## config.mk

```make
export PLATFORM = sky130hd
export DESIGN_NAME = pipelined_cla_adder
export DESIGN_NICKNAME = d
export VERILOG_FILES = /design/src/rtl/cla_pkg.sv /design/src/rtl/cla_group.sv /design/src/rtl/pipelined_cla_adder.sv
export SDC_FILE = /design/constraint.sdc
export NUM_CORES = 1
export LEC_CHECK = 0
export CORE_UTILIZATION = 45
export CTS_CLUSTER_DIAMETER = 60
export DETAILED_ROUTE_END_ITERATION = 8
export PLACE_DENSITY = 0.68
export SLEW_MARGIN = 20
export SYNTH_ARGS = -nofsm -noshare
export SYNTH_HDL_FRONTEND = slang
export SYNTH_SLANG_ARGS = --single-unit
```

## constraint.sdc

```tcl
create_clock -name clk -period 1.7 [get_ports clk]
set_input_delay 0.34 -clock clk [delete_from_list [all_inputs] [get_ports clk]]
set_output_delay 0.34 -clock clk [all_outputs]
set_load 0.01 [all_outputs]
```

## src/rtl/cla_pkg.sv

```systemverilog
// cla_pkg: shared stage record, group-count helper and configuration check for the pipelined CLA adder
package cla_pkg;
    localparam int CLA_MAX_WIDTH = 64;
    typedef struct packed {
        logic                     valid;
        logic                     carry;
        logic [CLA_MAX_WIDTH-1:0] sum;
        logic [CLA_MAX_WIDTH-1:0] a;
        logic [CLA_MAX_WIDTH-1:0] b;
    } cla_stage_t;
    function automatic int ngrp(input int width, input int group);
        return width / group;
    endfunction
endpackage
`define CLA_CHECK_CFG(W, G) \
    if ((G) < 1 || (W) < (G) || ((W) % (G)) != 0 || (W) > cla_pkg::CLA_MAX_WIDTH) begin : g_bad_cfg \
        $error("pipelined_cla_adder: WIDTH must be a multiple of GROUP within [GROUP, CLA_MAX_WIDTH]"); \
    end

```

## src/rtl/cla_group.sv

```systemverilog
// cla_group: combinational GROUP-bit carry-lookahead block with flat sum-of-products carries
module cla_group #(
    parameter int GROUP = 4
) (
    input  logic [GROUP-1:0] a_i,
    input  logic [GROUP-1:0] b_i,
    input  logic             cin_i,
    output logic [GROUP-1:0] sum_o,
    output logic             p_o,
    output logic             g_o,
    output logic             cout_o,
    output logic             c_msb_o
);
    logic [GROUP-1:0] p;
    logic [GROUP-1:0] g;
    logic [GROUP:0]   c;

    function automatic logic prop(input logic [GROUP-1:0] v, input int lo, input int hi);
        prop = 1'b1;
        for (int m = lo; m <= hi; m++) prop = prop & v[m];
    endfunction

    assign p = a_i ^ b_i;
    assign g = a_i & b_i;

    // every carry is an independent OR of generate/propagate products, never chained through c
    always_comb begin
        c = '0;
        c[0] = cin_i;
        g_o = 1'b0;
        for (int i = 0; i < GROUP; i++) begin
            c[i+1] = cin_i & prop(p, 0, i);
            for (int j = 0; j <= i; j++) c[i+1] = c[i+1] | (g[j] & prop(p, j + 1, i));
        end
        for (int j = 0; j < GROUP; j++) g_o = g_o | (g[j] & prop(p, j + 1, GROUP - 1));
    end

    assign p_o     = &p;
    assign sum_o   = p ^ c[GROUP-1:0];
    assign cout_o  = c[GROUP];
    assign c_msb_o = c[GROUP-1];
endmodule

```

## src/rtl/pipelined_cla_adder.sv

```systemverilog
// pipelined_cla_adder: WIDTH-bit adder resolving one GROUP-bit lookahead group per stage with valid/ready flow control; CLA_OVF_EN adds the ovf port
module pipelined_cla_adder
    import cla_pkg::*;
#(
    parameter int WIDTH = 16,
    parameter int GROUP = 4
) (
    input  logic             clk,
    input  logic             rst,
    input  logic             in_valid,
    output logic             in_ready,
    input  logic [WIDTH-1:0] a,
    input  logic [WIDTH-1:0] b,
    input  logic             cin,
    output logic             out_valid,
    input  logic             out_ready,
    output logic [WIDTH-1:0] sum,
`ifdef CLA_OVF_EN
    output logic             ovf,
`endif
    output logic             cout
);
    localparam int NGRP = ngrp(WIDTH, GROUP);
    `CLA_CHECK_CFG(WIDTH, GROUP)

    logic             adv;
    cla_stage_t       st_q     [NGRP];
    cla_stage_t       st_in    [NGRP];
    cla_stage_t       st_d     [NGRP];
    logic [GROUP-1:0] grp_sum  [NGRP];
    logic [NGRP-1:0]  grp_p;
    logic [NGRP-1:0]  grp_g;
    logic [NGRP-1:0]  grp_cout;
    logic [NGRP-1:0]  grp_cmsb;
    logic             unused_grp;

    assign adv      = !out_valid || out_ready;
    assign in_ready = adv;

    // stage 0 works on the ports, every later stage on the record held by its predecessor
    always_comb begin
        st_in[0] = '{valid: in_valid, carry: cin, sum: '0, a: CLA_MAX_WIDTH'(a), b: CLA_MAX_WIDTH'(b)};
        for (int k = 1; k < NGRP; k++) st_in[k] = st_q[k-1];
    end

    for (genvar k = 0; k < NGRP; k++) begin : g_grp
        cla_group #(.GROUP(GROUP)) u_grp (
            .a_i    (st_in[k].a[k*GROUP +: GROUP]),
            .b_i    (st_in[k].b[k*GROUP +: GROUP]),
            .cin_i  (st_in[k].carry),
            .sum_o  (grp_sum[k]),
            .p_o    (grp_p[k]),
            .g_o    (grp_g[k]),
            .cout_o (grp_cout[k]),
            .c_msb_o(grp_cmsb[k])
        );
    end

    // drop each group's sum slice into the travelling record and replace the carry with its group carry
    always_comb begin
        for (int k = 0; k < NGRP; k++) begin
            st_d[k] = st_in[k];
            st_d[k].sum[k*GROUP +: GROUP] = grp_sum[k];
            st_d[k].carry = grp_cout[k];
        end
    end

    // all stages move together on advance and freeze together on a stall; reset discards everything in flight
    always_ff @(posedge clk) begin
        if (rst) st_q <= '{default: '0};
        else if (adv) st_q <= st_d;
    end

    assign out_valid  = st_q[NGRP-1].valid;
    assign sum        = st_q[NGRP-1].sum[WIDTH-1:0];
    assign cout       = st_q[NGRP-1].carry;
    assign unused_grp = ^{grp_p, grp_g, grp_cmsb};

`ifdef CLA_OVF_EN
    logic ovf_d;
    logic ovf_q;

    assign ovf_d = grp_cmsb[NGRP-1] ^ grp_cout[NGRP-1];

    // overflow is captured in lockstep with the final stage so it stays aligned with sum
    always_ff @(posedge clk) begin
        if (rst) ovf_q <= 1'b0;
        else if (adv) ovf_q <= ovf_d;
    end

    assign ovf = ovf_q;
`endif
endmodule

```

# Word level (Yosys, flattened, before mapping)
# Cells that the tools add are included.
# classes
bitwise,116
n_reduce_logical,2
# ops
operator,count
1-bit AND,64
1-bit bitwise OR,40
4-bit bitwise XOR,8
4-bit AND,4
1-bit zero test,1
1-bit logical OR,1
# word_totals
regBits,144
out_inout_bits,19

# Logic depth before layout (Yosys ltp)
# logic_depth
ltp_word,9
mapped_depth,5
mapped_depth_nobuf,4

# Hierarchy
# From an unflattened synthesis, not the netlist that was laid out.
# hier_totals
cells_unflattened,452
area_unflattened_um2,4685.7
# modules_own_cells
module,instances,cells_per_inst,area_per_inst_um2
pipelined_cla_adder,1,371,4003.8
cla_group at g_grp[0].u_grp ...,2,18,161.4
cla_group at g_grp[2].u_grp,1,23,182.7
cla_group at g_grp[3].u_grp,1,22,176.4

# Worst setup path after synthesis
# Ideal clock, no wire load.
# synth_timing
path_kind,register -> register
startpoint,"register st_q, in the netlist st_d[392]"
endpoint,"register st_q, in the netlist st_in[386]"
t_arrival_ns,1.362
required_ns,1.569
slack_ns,0.207
stages_incl_launch_ff,5
n_path_buf,0
synth_period_minus_slack_ns,1.493
cell_sequence,dfxtp_1 > ha_1 > a211o_1 > a2111oi_0 > nor3_1
# synth_via
elab_chain_cells,9
word_cells_on_any_way,11
classes_between,11 x bitwise
# synth_rtl
element,line,rtl
"start, declared",pipelined_cla_adder.sv:27,cla_stage_t st_q [NGRP];
"start signal, assigned",pipelined_cla_adder.sv:71,else if (adv) st_q <= st_d;
4-bit bitwise XOR,cla_group.sv:23,assign p = a_i ^ b_i;
1-bit AND (3 in series),cla_group.sv:20,for (int m = lo; m <= hi; m++) prop = prop & v[m];
1-bit AND,cla_group.sv:32,"c[i+1] = cin_i & prop(p, 0, i);"
1-bit bitwise OR * (4 in series),cla_group.sv:33,"for (int j = 0; j <= i; j++) c[i+1] = c[i+1] | (g[j] & prop(p, j + 1, i));"
# Every way passes the cells marked *; elsewhere a longest branch is shown, timed or not.
# A chain may end at the register's enable or synchronous reset.

# Worst setup path in the final report
# layout_timing
startpoint,input port out_ready
endpoint,output port in_ready
# layout_via
elab_chain_cells,1
# layout_rtl
element,line,rtl
"start, declared",pipelined_cla_adder.sv:16,"input logic out_ready,"
1-bit logical OR,pipelined_cla_adder.sv:37,assign adv = !out_valid || out_ready;
"end, declared",pipelined_cla_adder.sv:11,"output logic in_ready,"
# Every way passes these cells.

==> results.yml <==
drt:
  wl_cell_um: 12.39
  remaining_drc_errors: 0
  drt_wl_total_um: 7906
  initialDrtViolationCount: 118
  first_pass_iters: 4
  vias: 3259
  drt.antenna.violating_nets: 0
  route.detailed.vias_per_inst: 5.108
sta:
  finalCritPeriodShare_pct: 98.29
  grt_setup_unrepaired: "no"
  maxSlewHeadroom_pct: 70.30
  fin_worst_hold_slack_ps: 285.7
  setup_viol_count_final: 0
  worst-slew-pin-transition_ps: 445.1
  hold_viol_final: 0
  timing.clock.skew_ps: 14.45
  fmaxAchievable_mhz: 598.4
  totalNegativeSetupSlack_ps: 0
  maxSlewViolCount: 0
  fin_crit_period_ps: 1671
critical_path:
  worst_ep_required_time_ps: 1360
  critPathLaunchType: "primary input"
  crit_type: "primary input to primary output"
  worst-path-max-fanout: 2
  end_kind: "primary output"
  timing.critical_path.arrival_ps: 1330
  r2r-start: "st_d[392]"
  worst_setup_path_startpoint: "out_ready"
  setup.reg_to_reg.worst_slack_ps: 140
floorplanning:
  floorplan.rows: 33
  floorplan.die_area_mm2: 0.009139
  die_w_um: 95.60
  core_area_mm2: 0.008341
  floorplan.die.height_um: 95.60
  num_io_pins: 56
  floorplan.initialDensity_pct: 47.27
grt:
  track_usage_pct: 19.03
  antenna_found_initial: 0
  first_global_vias: 3005
  grt_pass1_wl_um: 13660
  largest_net_degree_at_the_start_of_global_routing: 39
  grt_overflow_total: 0
clock_network:
  clk_pin_slew_ps: 90
  clk_path_buf_depth: 2
  cts-htree-levels: 3
  cts.hold.buffers_added: 0
  number_of_buffers_created_by_cts: 9
  numClockSinks: 96
  cts_root_buf: "clkbuf_8"
  tritoncts_clock_tree: "built"
  clkLatencyLatePin_ps: 360
cells_and_area:
  utilization_pct: 58.25
  area_growth_pct: 23.23
  finish.net_count: 585
  design_area_mm2: 0.004858
  num_antenna_cells: 0
  layout-drive-gt1-share_pct: 8.630
synthesis:
  asyncSetResetFlopFracSynth_pct: 0
  yosys.area_share.simple_pct: 21.42
  synth_enable_flop_cells: 0
  syn-mean-instance-area_um2: 8.335
  ys_types: 34
  synth_cells: 473
  synth_top_family_by_area: "simple AND/OR/NAND/NOR gates"
  synth_flop_cell: "dfxtp_1"
  synth_largest_area_cell: "dfxtp_1"
  synthXorXnorAreaFrac_pct: 0.8886
  yosysWarningCount: 0
  synth_top_area_share_pct: 48.75
  synth_area_leaders: "dfxtp_1, nand2_1, a21oi_1"
  synth.yosys.seq_area_share_pct: 48.75
  synth-seq-cells: 96
  synth-compound-area-share_pct: 17.20
  syn_nets: 530
  synthesized_cell_area_mm2: 0.003943
  yosys-mux-area-fraction_pct: 0
  synthAdderAreaFrac_pct: 7.109
pwr:
  power_density_mw_per_mm2: 903.4
  power_leakage_uw: 0.001926
  peakVddDrop_mv: 0.5724
flow_run:
  maxCapViolations: 0
placed_design:
  io_buffer_count: 55
  detailedPlacementHpwl_um: 5500
  globalplace.congestion: 0.7860
  post_dp_cell_area_mm2: 0.004654
min_path:
  hold_path_class: "primary input to flop"
  min-delay-start: "rst"
status:
  status: "finished clean"
## cell usage after synthesis, types with 2 or more instances
library cell	n
inv_1	3
a41oi_1	2
or2_2	4
ha_1	16
nand4b_1	2
nand2_1	158
nand3_1	4
a2111oi_0	4
nor4bb_1	2
buf_1	6
a21o_1	2
xnor2_1	4
a211oi_1	6
nor2_1	10
nor3_1	8
a32o_1	2
clkbuf_1	2
buf_2	23
o41ai_1	2
o211ai_1	2
and2_1	2
nand2b_1	2
o21ai_0	4
a2111o_1	2
o21a_1	4
fa_1	4
dfxtp_1	96
a211o_1	4
or4_1	2
buf_6	2
nand4_1	6
a21oi_1	81
## where the power goes
group	internal (µW)	switching (µW)	leakage [µW]	total, µW
clock	689	785	0.000101	1470
combinational	257	222	0.00104	479
sequential	2370	65.8	0.000790	2440
total	3320	1070	0.00193	4390
## cell families (layout without fill, tap and decap cells)
logic type / after synthesis / count (layout)
buffers and inverters: 37 / 97
XOR/XNOR: 4 / 4
flip-flops: 96 / 96
AO/OA/AOI/OAI: 115 / 115
AND/OR/NAND/NOR: 201 / 201
adder cells (fa/ha/maj): 20 / 20
## worst max-delay path: stages
cell and delay, ps:
clkdlybuf4s50_1 490, nor2b_4 160, inv_2 40, dlygate4sd2_1 300
## flip-flops by register name, indices dropped and copies added, names as in the netlist
register and count:
st_d 75, sum 16, cout 1, out_valid 1
st_in 3
## final cells by class
cell class,instances,area [µm²]
Clock buffer,10,127.6
Tap cell,105,131.4
Clock inverter,6,66.31
Fill cell,778,3482
Sequential cell,96,1923
Inverter,4,15.01
Multi-Input combinational cell,340,1848
Timing Repair Buffer,77,747.0
## routing by layer
| metal | wire (µm) | up-vias | global-route usage (%) |
|---|---|---|---|
| met4 | 88 | 0 | 6.219 |
| met3 | 290 | 11 | 4.466 |
| met5 | 0 | - | 0 |
| met2 | 3548 | 55 | 29.94 |
| li1 | - | 1717 | - |
| met1 | 3978 | 1476 | 25.68 |
## path summary, 6_finish.rpt
path / endpoint / depth (start not counted)
worst min register to register: sum[1] / 2
worst min-delay path: st_d[14] / 2
worst max register to register: st_in[386] / 4
worst max-delay path: in_ready / 4
## metrics by stage
step	setup WS, ps	power (µW)	instances
after floorplan	207.2	2753	473
after global placement	-263.9	2950	622
after detailed placement	-319.0	2965	622
after CTS	23.79	4434	638
after global routing	9.703	4617	638
final	28.99	4389	638
## timing repair
action                     in CTS  in global routing
setup buffers                   0                  0
pin swaps                       0                  0
resized for setup               1                  6
setup endpoints to repair       1                  5
## placed cells by master (no fill, tap or decap), drive strengths merged, types with 3 or more instances in the layout
| cell type | count |
|---|---|
| o21a | 4 |
| o21ai | 4 |
| nand3 | 4 |
| nand4 | 6 |
| ha | 16 |
| fa | 4 |
| a2111oi | 4 |
| xnor2 | 4 |
| dfxtp | 96 |
| clkdlybuf4s50 | 53 |
| nor2 | 10 |
| clkinv | 3 |
| inv | 6 |
| a211oi | 6 |
| clkbuf | 10 |
| nor3 | 8 |
| buf | 23 |
| a21oi | 81 |
| a211o | 4 |
| or2 | 4 |
| nand2 | 158 |
Note: power is estimated with default switching activity, not from simulation.
==> RTL edit (same settings) <==
`GROUP` is set to 4 in 2 places; all go to 8.
--- a/src/rtl/cla_group.sv
+++ b/src/rtl/cla_group.sv
@@ -1,6 +1,6 @@
 // cla_group: combinational GROUP-bit carry-lookahead block with flat sum-of-products carries
 module cla_group #(
-    parameter int GROUP = 4
+    parameter int GROUP = 8
 ) (
     input  logic [GROUP-1:0] a_i,
     input  logic [GROUP-1:0] b_i,
--- a/src/rtl/pipelined_cla_adder.sv
+++ b/src/rtl/pipelined_cla_adder.sv
@@ -3,7 +3,7 @@
     import cla_pkg::*;
 #(
     parameter int WIDTH = 16,
-    parameter int GROUP = 4
+    parameter int GROUP = 8
 ) (
     input  logic             clk,
     input  logic             rst,
Function: changed (a bounded check fails within 4 cycles, from zero or initial values and one cycle with rst high).
==> RTL edit against the original RTL <==
Clock power fell by 47%. Via count fell by 34%. Wire length fell by 31%. Sequential power fell by 52%. Utilization rose by 10 points. Die area fell by 43%. Final area fell by 33%. Setup slack improved by 0.0050 ns. Count of clock-buffer cells in the layout fell by 4. Cell count fell by 35%. Area after synthesis fell by 43%. Power fell by 40%. Synthesized cell count fell by 45%. Sequential cell count fell by 52. Highest routed layer unchanged.
==> RTL edit: results (changes against the original RTL) <==
stage	metric	value	unit	change
logic_synthesis	synth-xor-area-share	1.57	%	+0.68 points
logic_synthesis	synth_area_leaders	dfxtp_1 (40%), nand2_1 (9.8%), ha_1 (9.0%), a21oi_1 (7.9%), o21ai_0 (2.0%)		
global_route	grt_pass1_vias	2053		-32%
logic_synthesis	syn_area_per_cell	8.54	um^2	+2.5%
setup_path	rr_worst_depth	5		+1
setup_path	cp_slowest_stage_delay	0.41	ns	-0.08 ns
global_route	grt_max_degree	22		-44%
pwr	vdd_drop_max	0.572	mV	about the same
place	gp_congestion	0.758		-3.5%
routing	num_vias	2162		-34%
layout	seqCellArea	886	um^2	-54%
clock_tree	clock_latency	0.30	ns	-0.06 ns
layout	finalNonFillerCells	414		-35%
clock_tree	htreeDepth	2		-1
status	status	completed		
setup_path	r2r-start	st_d[8]$_SDFFE_PP0P_		
sta	slew_headroom	80.5	%	+10 points
setup_path	reg2reg_to	sum[15]$_SDFFE_PP0P_		
worst_hold_path	min_to	sum[8]$_SDFFE_PP0P_		
logic_synthesis	synth-compound-area-share	25.2	%	+8.0 points
routing	dr.first_iter.drc_count	98		-17%
sta	clock-skew-final	0.00725	ns	-0.00719 ns
logic_synthesis	synthTopCellsByCount	nand2_1 (58), dfxtp_1 (44), a21oi_1 (35), ha_1 (16)		
place	dp_hpwl	4070	um	-26%
clock_tree	cts_buffers	5		-4
global_route	grt_pass1_wl	9220	um	-33%
## RTL edit: cell count changes in the layout (fill, tap and decap cells not counted), moves of 6 or more
cell	before	now
dfxtp_1	95	42
nand2_1	158	58
a21oi_1	81	35
buf_4	19	36
nand4_1	6	0
## RTL edit: worst max path at each step
stage,start,to,slack [ns],depth (start not counted)
2_1_floorplan,st_d[72]$_SDFFE_PP0P_,sum[15]$_SDFFE_PP0P_,0.002,5
3_3_place_gp,a[0],st_d[135]$_SDFFE_PP0P_,-0.45,6
3_5_place_dp,a[0],st_d[135]$_SDFFE_PP0P_,-0.48,6
4_1_cts,a[3],st_d[135]$_SDFFE_PP0P_,-0.03,6
5_1_grt,a[2],st_d[135]$_SDFFE_PP0P_,-0.01,7
6_report,b[2],st_d[135]$_SDFFE_PP0P_,0.03,7
## RTL edit: power breakdown
part	switching, mW	leakage, nW	internal (mW)	total [mW]
Sequential	0.0560	0.366	1.12	1.18
Combinational	0.293	0.970	0.386	0.680
Clock	0.348	0.0552	0.436	0.784
## RTL edit: layer usage
layer	wire length, um	vias up	part of all wire, %	global-route usage, %
met5	0	-	0	0
met4	67	0	1.2	7.84
met3	261	7	4.8	4.58
met2	2660	54	49	38.1
met1	2440	1009	45	28.8
li1	-	1092	-	-
## RTL edit: repair_timing
| item | CTS | global route |
|---|---|---|
| setup endpoints to repair | 9 | 6 |
| pin swaps | 8 | 8 |
| hold endpoints to repair | 0 | 0 |
| gates resized for setup | 9 | 11 |
| hold buffers | 0 | 0 |
| buffers inserted | 1 | 1 |
## RTL edit: area by class of cell
type                       instances  area share [%]
clock buffer                       6            2.23
clock inverter                     2            1.08
inverter                           9            1.04
multi-input combinational        195            40.6
sequential                        44            27.2
tap                               67            2.57
timing repair buffer              91            25.3
